--- src/rtl/program_sequencer_pkg.sv ---
// Shared definitions for the fetch side: address/counter widths, reset vector and
// sequencer state encoding. Also used by the decoder and the program ROM.
package program_sequencer_pkg;

    localparam int ADDR_W     = 8;
    localparam int CNT_W      = 8;
    localparam int RESET_ADDR = 0;

    typedef enum logic [1:0] {
        BOOT = 2'd0,
        RUN  = 2'd1,
        HALT = 2'd2
    } ps_state_t;

endpackage

--- src/rtl/sat_counter.sv ---
// Saturating up-counter with synchronous clear. It holds at all-ones and
// does not wrap.
module sat_counter #(
    parameter int W = 8
) (
    input  logic         clk,
    input  logic         reset_n,
    input  logic         clear,
    input  logic         inc,
    output logic [W-1:0] cnt
);

    always_ff @(posedge clk or negedge reset_n) begin
        if (!reset_n) begin
            cnt <= '0;
        end else if (clear) begin
            cnt <= '0;
        end else if (inc && (cnt != '1)) begin
            cnt <= cnt + W'(1);
        end
    end

endmodule

--- src/rtl/program_sequencer.sv ---
// Program sequencer: owns the pc, drives the program ROM address, resolves branches
// and absorbs ROM wait states. Breakpoint/halt support is built only with BREAKPOINT_EN.
//
//   state | meaning
//   BOOT  | ir is stale; keep re-issuing pc until the ROM answers
//   RUN   | ir valid whenever pm_ready; next address from the branch mux
//   HALT  | breakpoint hit; pc and counters frozen until resume (BREAKPOINT_EN only)
module program_sequencer #(
    parameter int ADDR_W = program_sequencer_pkg::ADDR_W,
    parameter int CNT_W  = program_sequencer_pkg::CNT_W
) (
    input  logic              clk,
    input  logic              reset_n,
    input  logic              sync_reset,
    input  logic              jmp,
    input  logic              jmp_nz,
    input  logic [3:0]        ir_nibble,
    input  logic              dont_jmp,
    input  logic              pm_ready,
`ifdef BREAKPOINT_EN
    input  logic [ADDR_W-1:0] bp_addr,
    input  logic              bp_arm,
    input  logic              resume,
    output logic              halted,
`endif
    output logic [ADDR_W-1:0] pm_addr,
    output logic [ADDR_W-1:0] pc,
    output logic              instr_valid,
    output logic [ADDR_W-1:0] from_PS,
    output logic [CNT_W-1:0]  jump_cnt,
    output logic [CNT_W-1:0]  stall_cnt
);

    import program_sequencer_pkg::*;

    localparam logic [1:0] S_BOOT = BOOT;
    localparam logic [1:0] S_RUN  = RUN;
`ifdef BREAKPOINT_EN
    localparam logic [1:0] S_HALT = HALT;
`endif

    localparam logic [ADDR_W-1:0] PC_RESET = ADDR_W'(RESET_ADDR);

    logic [1:0] state;
    logic [1:0] state_nxt;
    logic       pc_load;
    logic       jump_taken;
    logic       stall;

    always_comb begin
        state_nxt   = state;
        pm_addr     = pc;
        instr_valid = 1'b0;
        pc_load     = 1'b0;
        jump_taken  = 1'b0;
        stall       = 1'b0;
        if (sync_reset) begin
            pm_addr   = PC_RESET;
            state_nxt = S_BOOT;
        end else begin
            case (state)
                S_BOOT: begin
                    if (pm_ready) state_nxt = S_RUN;
                end
                S_RUN: begin
                    if (!pm_ready) begin
                        stall = 1'b1;
                    end else begin
                        instr_valid = 1'b1;
                        pc_load     = 1'b1;
                        if (jmp || (jmp_nz && !dont_jmp)) begin
                            jump_taken = 1'b1;
                            pm_addr    = ADDR_W'(ir_nibble);
                        end else begin
                            pm_addr = pc + ADDR_W'(1);
                        end
`ifdef BREAKPOINT_EN
                        // pc stays on the breakpoint address so resume re-fetches it
                        if (bp_arm && (pc == bp_addr)) begin
                            state_nxt = S_HALT;
                            pc_load   = 1'b0;
                        end
`endif
                    end
                end
`ifdef BREAKPOINT_EN
                S_HALT: begin
                    if (resume) state_nxt = S_BOOT;
                end
`endif
                default: state_nxt = S_BOOT;
            endcase
        end
    end

    always_ff @(posedge clk or negedge reset_n) begin
        if (!reset_n) begin
            state <= S_BOOT;
            pc    <= PC_RESET;
        end else begin
            state <= state_nxt;
            if (sync_reset) begin
                pc <= PC_RESET;
            end else if (pc_load) begin
                pc <= pm_addr;
            end
        end
    end

    assign from_PS = pc;

`ifdef BREAKPOINT_EN
    assign halted = (state == S_HALT);
`endif

    sat_counter #(.W(CNT_W)) u_jump_cnt (
        .clk     (clk),
        .reset_n (reset_n),
        .clear   (sync_reset),
        .inc     (jump_taken),
        .cnt     (jump_cnt)
    );

    sat_counter #(.W(CNT_W)) u_stall_cnt (
        .clk     (clk),
        .reset_n (reset_n),
        .clear   (sync_reset),
        .inc     (stall),
        .cnt     (stall_cnt)
    );

endmodule

--- config.mk ---
export PLATFORM = sky130hd
export DESIGN_NAME = program_sequencer
export DESIGN_NICKNAME = d
export VERILOG_FILES = /design/src/rtl/program_sequencer_pkg.sv /design/src/rtl/sat_counter.sv /design/src/rtl/program_sequencer.sv
export SDC_FILE = /design/constraint.sdc
export NUM_CORES = 1
export LEC_CHECK = 0
export CORE_UTILIZATION = 46
export CTS_BUF_LIST = sky130_fd_sc_hd__clkbuf_16
export CTS_CLUSTER_SIZE = 24
export DETAILED_ROUTE_END_ITERATION = 8
export HOLD_SLACK_MARGIN = 0.12
export PLACE_DENSITY = 0.8
export RECOVER_POWER = 25
export SLEW_MARGIN = 10
export SYNTH_ARGS = -nofsm -noshare
export SYNTH_HDL_FRONTEND = slang
export SYNTH_SLANG_ARGS = --single-unit
--- constraint.sdc ---
create_clock -name clk -period 1.9 [get_ports clk]
set_clock_uncertainty 0.05 [all_clocks]
set_input_delay 0.19 -clock clk [delete_from_list [all_inputs] [get_ports clk]]
set_output_delay 0.19 -clock clk [all_outputs]
set_load 0.02 [all_outputs]
==> results of run 1 <==
-- cell type report --
type                    instances  area, sq um
inverters                       5         18.8
clock inverters                 1         5.00
clock buffers                   3         75.1
fillers                       194          524
multi-input cells             128          937
flip-flops and latches         25          628
repair buffers                105          910
well taps                      44         55.1
-- registers in the layout (all words and copies together), names as in the netlist --
signal	flops
u_jump_cnt.cnt	8
from_PS	8
state	1
u_stall_cnt.cnt	8
-- routing by layer --
metal  track usage (%)  wire length, microns  vias up
li1                  -                     -      833
met1              36.0                  2320      909
met2              56.0                  2950       89
met3              5.12                   352       21
met4              14.0                   163        0
met5                 0                     0        -
-- path summary, 6_finish.rpt --
check | startpoint | end | cells past startpoint
max in group asynchronous | reset_n | from_PS[0] | 2
min reg2reg | u_jump_cnt.cnt[6] | u_jump_cnt.cnt[6] | 1
min in group clk | u_jump_cnt.cnt[6] | u_jump_cnt.cnt[6] | 1
max | from_PS[0] | pm_addr[6] | 6
max reg2reg | state[0] | u_jump_cnt.cnt[5] | 7
min | reset_n | from_PS[2] | 2
-- kinds of logic (layout without fill, tap and decap cells) --
| family | count (synthesis) | count (layout) |
|---|---|---|
| multiplexers | 5 | 5 |
| flip-flops | 25 | 25 |
| XOR/XNOR | 4 | 4 |
| AND/OR/NAND/NOR | 75 | 75 |
| buffers and inverters | 22 | 114 |
| adder cells (fa/ha/maj) | 3 | 3 |
| AO/OA/AOI/OAI | 41 | 41 |
-- Yosys cell counts, drive strengths merged --
cell type,instances
o211ai,2
a21oi,8
clkbuf,5
nor2,15
o2111a,1
or3,2
a2111oi,1
nand4,2
a311oi,4
nor3,4
o32ai,2
or4,3
o31ai,3
nand4b,1
a32o,2
o311ai,3
inv,5
buf,12
nand2,18
mux2i,4
o41ai,1
nor4,3
xor2,2
and3b,1
and2,2
nor2b,2
nor3b,4
xnor2,2
a211oi,3
or2,1
nand3,12
mux2,1
and3,4
ha,3
o21ai,6
dfrtp,25
a31oi,5
nand4bb,1
-- timing repair --
action / 4_1_cts / 5_1_grt
pin swaps: 6 / 5
gates resized for setup: 52 / 22
setup buffers: 4 / 5
endpoints found under the setup margin: 9 / 10
hold endpoints to repair: 0 / 0
-- report_power, final --
group          switching (mW)  internal [mW]  total, mW
Clock                   0.198          0.284      0.482
Sequential             0.0115          0.540      0.552
Combinational           0.130          0.123      0.253
-- worst max-delay path: stages (launching register included) --
cell	delay (ns)
sky130_fd_sc_hd__dfrtp_2	0.42
sky130_fd_sc_hd__ha_4	0.18
sky130_fd_sc_hd__nand3_4	0.12
sky130_fd_sc_hd__nor4_4	0.30
sky130_fd_sc_hd__buf_4	0.19
sky130_fd_sc_hd__a32o_1	0.13
sky130_fd_sc_hd__buf_2	0.17
==> qor.csv, run 1 <==
metric,value,unit
count of placed standard cells including taps,300,
number of synthesized register bits,25,
Yosys cell types,46,
post-synthesis simple-gate area fraction,25.7,%
vias in the first global route,1835,
final period utilization,106,%
average vias per placed instance,5.95,
"Hold Violations, Final",0,
fraction of post-synthesis cell area in the top cell type by area,39.8,%
fin area,2630,sq um
post-synthesis mux area share,3.26,%
# clock sinks,25,
routed len/inst,18.6,microns
final worst setup slack,-0.108,ns
Leak Pwr,1.10,nW
Final Power,1.29,mW
port buffer count,51,
Compound-Gate Fraction of Synth Area,18.4,%
via count of the routed design,1852,
utilization of the core after routing,83.4,%
status,finished with violations,
Pre-antenna DRT Iters,4,
"commonest non-fill, non-tap cell in the layout",sky130_fd_sc_hd__buf_4,
detailed router's first-iteration violation count,157,
DP HPWL,3660,microns
areal power density over the cells,489,nW/um^2
post-synthesis cell count,175,
"worst slack, placed",-0.582,ns
arrival time at the worst endpoint,1.77,ns
unrepaired setup endpoints after global routing,true,
vertical extent of the die,60.5,microns
Max Clock Freq,498,MHz
most frequent cells in the layout,"sky130_fd_sc_hd__buf_4 (53), sky130_fd_sc_hd__clkdlybuf4s50_1 (39), sky130_fd_sc_hd__dfrtp_1 (23)",
Worst setup EP type,output port,
number of antenna violations at the first check in global routing,0,
# diodes,0,
post-synthesis cell type with the largest combined area,sky130_fd_sc_hd__dfrtp_1,
share of final-layout standard cells stronger than drive strength 1,34.1,%
Post-Synth XOR/XNOR Area,2.23,%
clock slew seen by the registers of the worst setup and hold paths,0.06,ns
Worst VDD drop,0.464,mV
sequential share of the synthesized area,39.8,%
Post-Route WL,5790,microns
number of cells in the finished layout apart from fillers,311,
hold crit path type,in -> async,
clock buffers created by TritonCTS,3,
final weighted congestion of routability-driven global placement,0.877,
net count of the finished layout,282,
Yosys warning count,0,
Cell Rows,20,
clock latency of the later-clocked register in the worst-skew pair,0.26,ns
number of nets produced by synthesis,189,
leading post-synthesis cells by cell area,"sky130_fd_sc_hd__dfrtp_1 (40%), sky130_fd_sc_hd__nand2_1 (4.1%), sky130_fd_sc_hd__nand3_1 (3.8%), sky130_fd_sc_hd__buf_4 (3.8%), sky130_fd_sc_hd__nor2_1 (3.6%)",
P&R area growth vs syn,67.3,%
combinational family with the most area after synthesis,simple AND/OR/NAND/NOR gates,
initial core utilization,49.8,%
crit path kind,reg -> out,
"arithmetic-cell share of the synthesized area counting full adders, half adders and majority gates",2.39,%
Hold Slack,0.436,ns
residual DRC count,0,
worst-margin pin slew,0.677,ns
failing checks,setup timing,
relative max-transition margin,54.9,%
"Max FO, Critical Path",4,
cts hold-fix bufs,0,
launching element type of the critical path,flop,
required time of the critical path,1.66,ns
time the final worst path needs with I/O delays and setup,2.01,ns
CTS tree,yes,
instance area after placement,2400,sq um
flop-to-flop setup slack,0.14,ns
H-tree Lvls,1,
number of top-level pins,52,
global-route wire length before repair,8450,microns
clk buf depth,2,
final number of max-transition violations,0,
DRT antenna net count,0,
mean post-synth cell area,8.98,sq um
area of the mapped netlist,1570,sq um
total negative slack for setup checks,-0.397,ns
Chip Width,60.5,microns
final setup violation count,5,
Die Footprint,3650,sq um
area of the core,3150,sq um
overall overflow remaining after global route,0,
maximum number of pins on one net before global-route repair,26,
global router's overall resource usage,31.1,%
max-cap violation count,0,
CTS root buffer,sky130_fd_sc_hd__clkbuf_16,
Note: power is estimated with default switching activity, not from simulation.
==> inputs of run 2 (changes only) <==
--- a/config.mk
+++ b/config.mk
@@ -12,7 +12,9 @@
 export HOLD_SLACK_MARGIN = 0.12
 export PLACE_DENSITY = 0.8
 export RECOVER_POWER = 25
+export SKIP_LAST_GASP = 1
 export SLEW_MARGIN = 10
 export SYNTH_ARGS = -nofsm -noshare
 export SYNTH_HDL_FRONTEND = slang
+export SYNTH_HIERARCHICAL = 1
 export SYNTH_SLANG_ARGS = --single-unit
==> run 2 against run 1 <==
Compared with the run above: the run still ends with setup timing left; global-route usage is 4.9 points lower; utilization down 0.96 points; highest routed layer unchanged; largest cell class unchanged; critical endpoint is now pm_addr[7]; flip-flop and latch count did not move; via count decreased by 1.8%; synthesized cell count rose by 4.6%.
==> qor.csv, run 2 <==
metric,value,unit,change
"Max FO, Critical Path",4,,unchanged
Worst R2R Start,from_PS[1],,
failing checks,setup timing,,
arrival time at the worst endpoint,1.75,ns,-0.02 ns
predominant post-synthesis flop cell,sky130_fd_sc_hd__dfrtp_1,,
"commonest non-fill, non-tap cell in the layout",sky130_fd_sc_hd__buf_4,,
Max Clock Freq,504,MHz,+1.1%
final weighted congestion of routability-driven global placement,0.839,,-4.4%
most frequent cells in the layout,"sky130_fd_sc_hd__buf_4 (66), sky130_fd_sc_hd__clkdlybuf4s50_1 (38), sky130_fd_sc_hd__dfrtp_1 (23)",,
most frequent cell after synthesis,sky130_fd_sc_hd__dfrtp_1,,
fraction of post-synthesis cell area in the top cell type by area,39.2,%,-0.56 points
initial core utilization,47.8,%,-2.1 points
commonest cells in the synthesized netlist,"sky130_fd_sc_hd__dfrtp_1 (25), sky130_fd_sc_hd__a21oi_1 (18), sky130_fd_sc_hd__nor2_1 (12), sky130_fd_sc_hd__nor3_1 (11)",,
DRT antenna net count,0,,unchanged
Post-Route WL,5100,microns,-12%
global router's overall resource usage,26.2,%,-4.9 points
status,finished with violations,,
H-tree Lvls,1,,unchanged
# diodes,0,,unchanged
post-synthesis cell type with the largest combined area,sky130_fd_sc_hd__dfrtp_1,,
Hold Path Cell Cnt,4,,
Cell Rows,21,,+5.0%
sink of the worst hold path,from_PS[1],,
number of nets produced by synthesis,197,,+4.2%
clk buf depth,2,,unchanged
# clock sinks,25,,unchanged
net count of the finished layout,297,,+5.3%
Worst Path Buf+Inv,1,,-1
clock buffers created by TritonCTS,3,,unchanged
time the final worst path needs with I/O delays and setup,1.99,ns,-0.0225 ns
CTS tree,yes,,
clock latency of the later-clocked register in the worst-skew pair,0.26,ns,about the same
crit path cell chain,and4_4 > nand2_1 > or3_4 > a221oi_2 > buf_4,,
instance area after placement,2450,sq um,+1.7%
flop-to-flop setup slack,0.04,ns,-0.10 ns
residual DRC count,0,,unchanged
post-synthesis cell count,183,,+4.6%
worst-margin pin slew,1.31,ns,+0.633 ns
share of synthesized registers carrying an async set or reset,100,%,unchanged
peak per-stage delay on the critical path,0.42,ns,about the same
Worst VDD drop,0.348,mV,-25%
via count of the routed design,1819,,-1.8%
maximum number of pins on one net before global-route repair,26,,unchanged
global-route wire length before repair,7100,microns,-16%
vias in the first global route,1619,,-12%
final worst setup slack,-0.0852,ns,+0.0225 ns
cell family with most CP delay,simple AND/OR/NAND/NOR gates,,
overall overflow remaining after global route,0,,unchanged
CTS root buffer,sky130_fd_sc_hd__clkbuf_16,,
mean post-synth cell area,8.71,sq um,-3.0%
final number of max-transition violations,0,,unchanged
vertical extent of the die,60.9,microns,+0.69%
capturing point of the worst reg2reg path,from_PS[4],,
number of synthesized register bits,25,,unchanged
Yosys cell types,34,,-26%
routed len/inst,15.5,microns,-16%
DP HPWL,3290,microns,-10%
Chip Width,60.9,microns,+0.69%
sequential share of the synthesized area,39.2,%,-0.56 points
Leak Pwr,1.17,nW,+6.4%
worst reg2reg path depth,10,,+3
"slowest stage cell, crit path",sky130_fd_sc_hd__dfrtp_2,,
number of top-level pins,52,,unchanged
hold crit path type,in -> reg,,
detailed router's first-iteration violation count,83,,-47%
Worst setup EP type,output port,,
Yosys warning count,6,,+6
final period utilization,104,%,-1.2 points
average vias per placed instance,5.55,,-6.9%
cts hold-fix bufs,0,,unchanged
port buffer count,51,,unchanged
number of antenna violations at the first check in global routing,0,,unchanged
clock slew seen by the registers of the worst setup and hold paths,0.06,ns,about the same
Hold Crit Start,jmp,,
Die Footprint,3700,sq um,+1.4%
launching element type of the critical path,flop,,
final setup violation count,4,,-1
Post-synth EDFFs,0,,unchanged
area of the core,3340,sq um,+5.8%
relative max-transition margin,12.7,%,-42 points
leading post-synthesis cells by cell area,"sky130_fd_sc_hd__dfrtp_1 (39%), sky130_fd_sc_hd__a21oi_1 (5.7%), sky130_fd_sc_hd__buf_4 (4.2%), sky130_fd_sc_hd__nor3_1 (3.5%), sky130_fd_sc_hd__nand2b_1 (3.1%)",,
crit path kind,reg -> out,,
unrepaired setup endpoints after global routing,true,,
fin area,2750,sq um,+4.6%
share of final-layout standard cells stronger than drive strength 1,38.7,%,+4.6 points
areal power density over the cells,454,nW/um^2,-7.3%
area of the mapped netlist,1590,sq um,+1.4%
P&R area growth vs syn,72.5,%,
max-cap violation count,0,,unchanged
utilization of the core after routing,82.4,%,-0.96 points
required time of the critical path,1.66,ns,about the same
Pre-antenna DRT Iters,4,,unchanged
"Hold Violations, Final",0,,unchanged
number of inserted filler cells in the final layout,212,,+9.3%
run 2: final cells by class:
| cell class | instances | area, sq um | share of cell area [%] |
|---|---|---|---|
| multi-input cells | 135 | 1010 | 36.6 |
| repair buffers | 114 | 963 | 35.0 |
| flip-flops and latches | 25 | 628 | 22.8 |
| inverters | 4 | 15.0 | 0.546 |
| well taps | 46 | 57.6 | 2.09 |
| clock buffers | 3 | 75.1 | 2.73 |
| clock inverters | 1 | 5.00 | 0.182 |
run 2: worst register-to-register path, stage by stage (launching register included):
cell and delay (ns):
sky130_fd_sc_hd__dfrtp_2 0.45, sky130_fd_sc_hd__ha_4 0.18, sky130_fd_sc_hd__and3_4 0.18, sky130_fd_sc_hd__buf_6 0.12, sky130_fd_sc_hd__nor3_2 0.09, sky130_fd_sc_hd__o21ai_1 0.09
sky130_fd_sc_hd__buf_4 0.14, sky130_fd_sc_hd__buf_4 0.12, sky130_fd_sc_hd__buf_4 0.12, sky130_fd_sc_hd__buf_4 0.13, sky130_fd_sc_hd__a21oi_4 0.12
run 2: how the worst max path moves through the flow:
stage                     from          to  slack [ns]  cells after the start
finish              from_PS[0]  pm_addr[7]       -0.09                      5
global route        from_PS[3]  pm_addr[7]       -0.13                      5
CTS                 from_PS[1]  pm_addr[4]       -0.06                      7
detailed placement      jmp_nz  pm_addr[3]       -0.51                      6
global placement        jmp_nz  pm_addr[3]       -0.46                      6
floorplan           from_PS[0]  pm_addr[6]        0.06                      5
run 2: cells by family (layout without fill, tap and decap cells):
kind of cell | Yosys count | count (layout) | synth area share (%)
DFF | 25 | 25 | 39.2
buffers and inverters | 23 | 122 | 7.77
and+or+nand+nor | 81 | 81 | 28.7
adders and majority gates | 3 | 3 | 2.36
AOI/OAI and AO/OA | 45 | 45 | 17.8
muxes | 6 | 6 | 4.08
run 2: repair_timing:
action / in CTS / in global routing
gates cloned: 0 / 0
setup buffers: 9 / 3
endpoints found under the setup margin: 15 / 14
resized for setup: 60 / 24
pin swaps: 12 / 11
run 2: layer usage:
metal | wire, microns | vias up | global-route usage, %
li1 | - | 876 | -
met1 | 2150 | 860 | 31.8
met2 | 2630 | 74 | 47.1
met3 | 266 | 9 | 3.41
met4 | 56 | 0 | 9.74
met5 | 0 | - | 0
run 2: metrics by stage:
stage	setup WS, ns	instances	hold slack [ns]	TNS [ns]	power [mW]
CTS	-0.0621	325	0.265	-0.267	1.24
global placement	-0.457	312	0.524	-6.09	0.758
global route	-0.128	328	0.469	-0.609	1.30
finish	-0.0852	328	0.455	-0.148	1.25
floorplan	0.0577	183	-0.156	0	0.643
detailed placement	-0.507	312	0.526	-6.56	0.761
run 2: power breakdown:
| group | switching, mW | total, mW | internal [mW] | leakage, nW |
|---|---|---|---|---|
| Combinational | 0.115 | 0.230 | 0.116 | 0.789 |
| Sequential | 0.0119 | 0.552 | 0.540 | 0.343 |
| Clock | 0.182 | 0.465 | 0.283 | 0.0409 |
==> inputs of run 3 (changes only) <==
==> constraint.sdc (replaced) <==
create_clock -name clk -period 2.2 [get_ports clk]
set_clock_uncertainty 0.05 [all_clocks]
set_input_delay 0.22 -clock clk [delete_from_list [all_inputs] [get_ports clk]]
set_output_delay 0.22 -clock clk [all_outputs]
set_load 0.02 [all_outputs]
==> run 3 against run 2 <==
Compared with the run above: the run now ends clean; total power down 18%; critical path depth up 1; global-route usage down 4.0 points; largest power group unchanged.
==> qor.csv, run 3 (synthesis gave the netlist of run 2 again) <==
metric,value,unit,change
status,finished clean,,
Die Footprint,3700,sq um,unchanged
vertical extent of the die,60.9,microns,unchanged
crit path kind,in -> out,,
required time of the critical path,1.93,ns,+0.27 ns
worst-margin pin slew,1.36,ns,+0.0519 ns
relative max-transition margin,9.21,%,-3.5 points
Worst VDD drop,0.269,mV,-23%
DRT antenna net count,0,,unchanged
areal power density over the cells,435,nW/um^2,-4.2%
Leak Pwr,0.987,nW,-16%
launching element type of the critical path,input pin,,
final weighted congestion of routability-driven global placement,0.855,,+1.9%
average vias per placed instance,5.62,,+1.3%
total negative slack for setup checks,0,ns,+0.148 ns
clock slew seen by the registers of the worst setup and hold paths,0.06,ns,about the same
max-cap violation count,0,,unchanged
Hold Path Cell Cnt,2,,-2
"Hold Violations, Final",0,,unchanged
port buffer count,51,,unchanged
vias in the first global route,1446,,-11%
final number of max-transition violations,0,,unchanged
unrepaired setup endpoints after global routing,true,,
Hold Slack,0.528,ns,+0.0732 ns
via count of the routed design,1679,,-7.7%
Max Clock Freq,470,MHz,
Post-Route WL,3990,microns,-22%
arrival time at the worst endpoint,1.86,ns,+0.11 ns
residual DRC count,0,,unchanged
number of cells on the critical path,6,,+1
Worst setup EP type,output port,,
cell family with most CP delay,buffers and inverters,,
global router's overall resource usage,22.2,%,-4.0 points
worst reg2reg path depth,7,,-3
"worst slack, placed",-0.227,ns,+0.279 ns
H-tree Lvls,1,,unchanged
final period utilization,96.8,%,
"commonest non-fill, non-tap cell in the layout",sky130_fd_sc_hd__clkdlybuf4s50_1,,
peak per-stage delay on the critical path,0.39,ns,-0.03 ns
detailed router's first-iteration violation count,84,,+1.2%
DP HPWL,2960,microns,-10%
count of placed standard cells including taps,295,,-5.4%
clk buf depth,2,,unchanged
number of inserted filler cells in the final layout,267,,+26%
"slowest stage cell, crit path",sky130_fd_sc_hd__clkdlybuf4s50_1,,
routed len/inst,13.3,microns,-14%
area of the core,3340,sq um,unchanged
number of antenna violations at the first check in global routing,0,,unchanged
clock latency of the later-clocked register in the worst-skew pair,0.25,ns,about the same
"Max FO, Critical Path",6,,+2
Chip Width,60.9,microns,unchanged
CTS root buffer,sky130_fd_sc_hd__clkbuf_16,,
global-route wire length before repair,6210,microns,-13%
final worst setup slack,0.0714,ns,+0.157 ns
number of setup buffers added after CTS,0,,-9
fin area,2360,sq um,-14%
CTS tree,yes,,
share of final-layout standard cells stronger than drive strength 1,20.9,%,-18 points
maximum number of pins on one net before global-route repair,26,,unchanged
most frequent cells in the layout,"sky130_fd_sc_hd__clkdlybuf4s50_1 (42), sky130_fd_sc_hd__buf_4 (33), sky130_fd_sc_hd__dfrtp_1 (25)",,
Pre-antenna DRT Iters,4,,unchanged
number of top-level pins,52,,unchanged
# clock sinks,25,,unchanged
clock buffers created by TritonCTS,3,,unchanged
net count of the finished layout,268,,-9.8%
time the final worst path needs with I/O delays and setup,2.13,ns,
crit path cell chain,clkdlybuf4s50_1 > nor2b_2 > or2_2 > a31oi_1 > a21oi_1 > dlygate4sd2_1,,
P&R area growth vs syn,47.8,%,
hold crit path type,reg -> reg,,
Cell Rows,21,,unchanged
number of cells in the finished layout apart from fillers,299,,-8.8%
instance area after placement,2310,sq um,-5.6%
overall overflow remaining after global route,0,,unchanged
cts hold-fix bufs,0,,unchanged
# diodes,0,,unchanged
Worst Path Buf+Inv,2,,+1
initial core utilization,47.8,%,unchanged
final setup violation count,0,,-4
[run 3: cell count changes in the layout (fill, tap and decap cells not counted), moves of 3 or more]
cell                              change
sky130_fd_sc_hd__buf_4               -33
sky130_fd_sc_hd__clkbuf_2             +6
sky130_fd_sc_hd__clkdlybuf4s50_1      +4
sky130_fd_sc_hd__nor4_1               +3
sky130_fd_sc_hd__nor4_2               -3
sky130_fd_sc_hd__o21ai_0              +3
[run 3: where the power goes]
part	switching (mW)	total [mW]	internal (mW)
Clock	0.148	0.390	0.242
Sequential	0.00697	0.473	0.466
Combinational	0.0829	0.161	0.0778
[run 3: cell type report]
| class | instances | area [sq um] | area share (%) |
|---|---|---|---|
| Multi-Input combinational cell | 135 | 850 | 36.1 |
| Inverter | 4 | 15.0 | 0.637 |
| Timing Repair Buffer | 85 | 729 | 31.0 |
| Sequential cell | 25 | 626 | 26.6 |
| Clock inverter | 1 | 3.75 | 0.159 |
| Tap cell | 46 | 57.6 | 2.44 |
| Clock buffer | 3 | 75.1 | 3.19 |
[run 3: worst reg2reg max path, stage by stage, from the launching register on]
cell and delay [ns]:
sky130_fd_sc_hd__dfrtp_1 0.41, sky130_fd_sc_hd__nand2_2 0.16, sky130_fd_sc_hd__buf_4 0.19, sky130_fd_sc_hd__nor3_1 0.16, sky130_fd_sc_hd__buf_4 0.16, sky130_fd_sc_hd__nand3_1 0.13, sky130_fd_sc_hd__or3_1 0.33, sky130_fd_sc_hd__a211oi_1 0.22
[run 3: through the flow]
step / utilization, % / power, mW
after floorplan: - / 0.555
after CTS: 71.2 / 1.03
final: 70.6 / 1.02
after detailed placement: 69.2 / 0.644
after global routing: 70.6 / 1.07
after global placement: 69.2 / 0.642
[run 3: worst paths after layout]
path	slack, ns	startpoint	to
min in group asynchronous	0.76	reset_n	state[0]
max reg2reg	0.29	state[0]	u_jump_cnt/cnt[7]
max	0.07	jmp_nz	pm_addr[2]
min	0.53	u_stall_cnt/cnt[7]	u_stall_cnt/cnt[7]
min reg2reg	0.53	u_stall_cnt/cnt[7]	u_stall_cnt/cnt[7]
max in group asynchronous	0.54	reset_n	from_PS[2]
[run 3: what timing repair did]
| action | in CTS | in global routing |
|---|---|---|
| cloned | 0 | 0 |
| setup endpoints to repair | 8 | 13 |
| resized for setup | 8 | 17 |
[run 3: layer usage]
| layer | global-route usage (%) | wire [microns] |
|---|---|---|
| met5 | 0 | 0 |
| met4 | 7.14 | 36 |
| met1 | 29.5 | 1800 |
| met2 | 37.0 | 1900 |
| met3 | 3.41 | 246 |
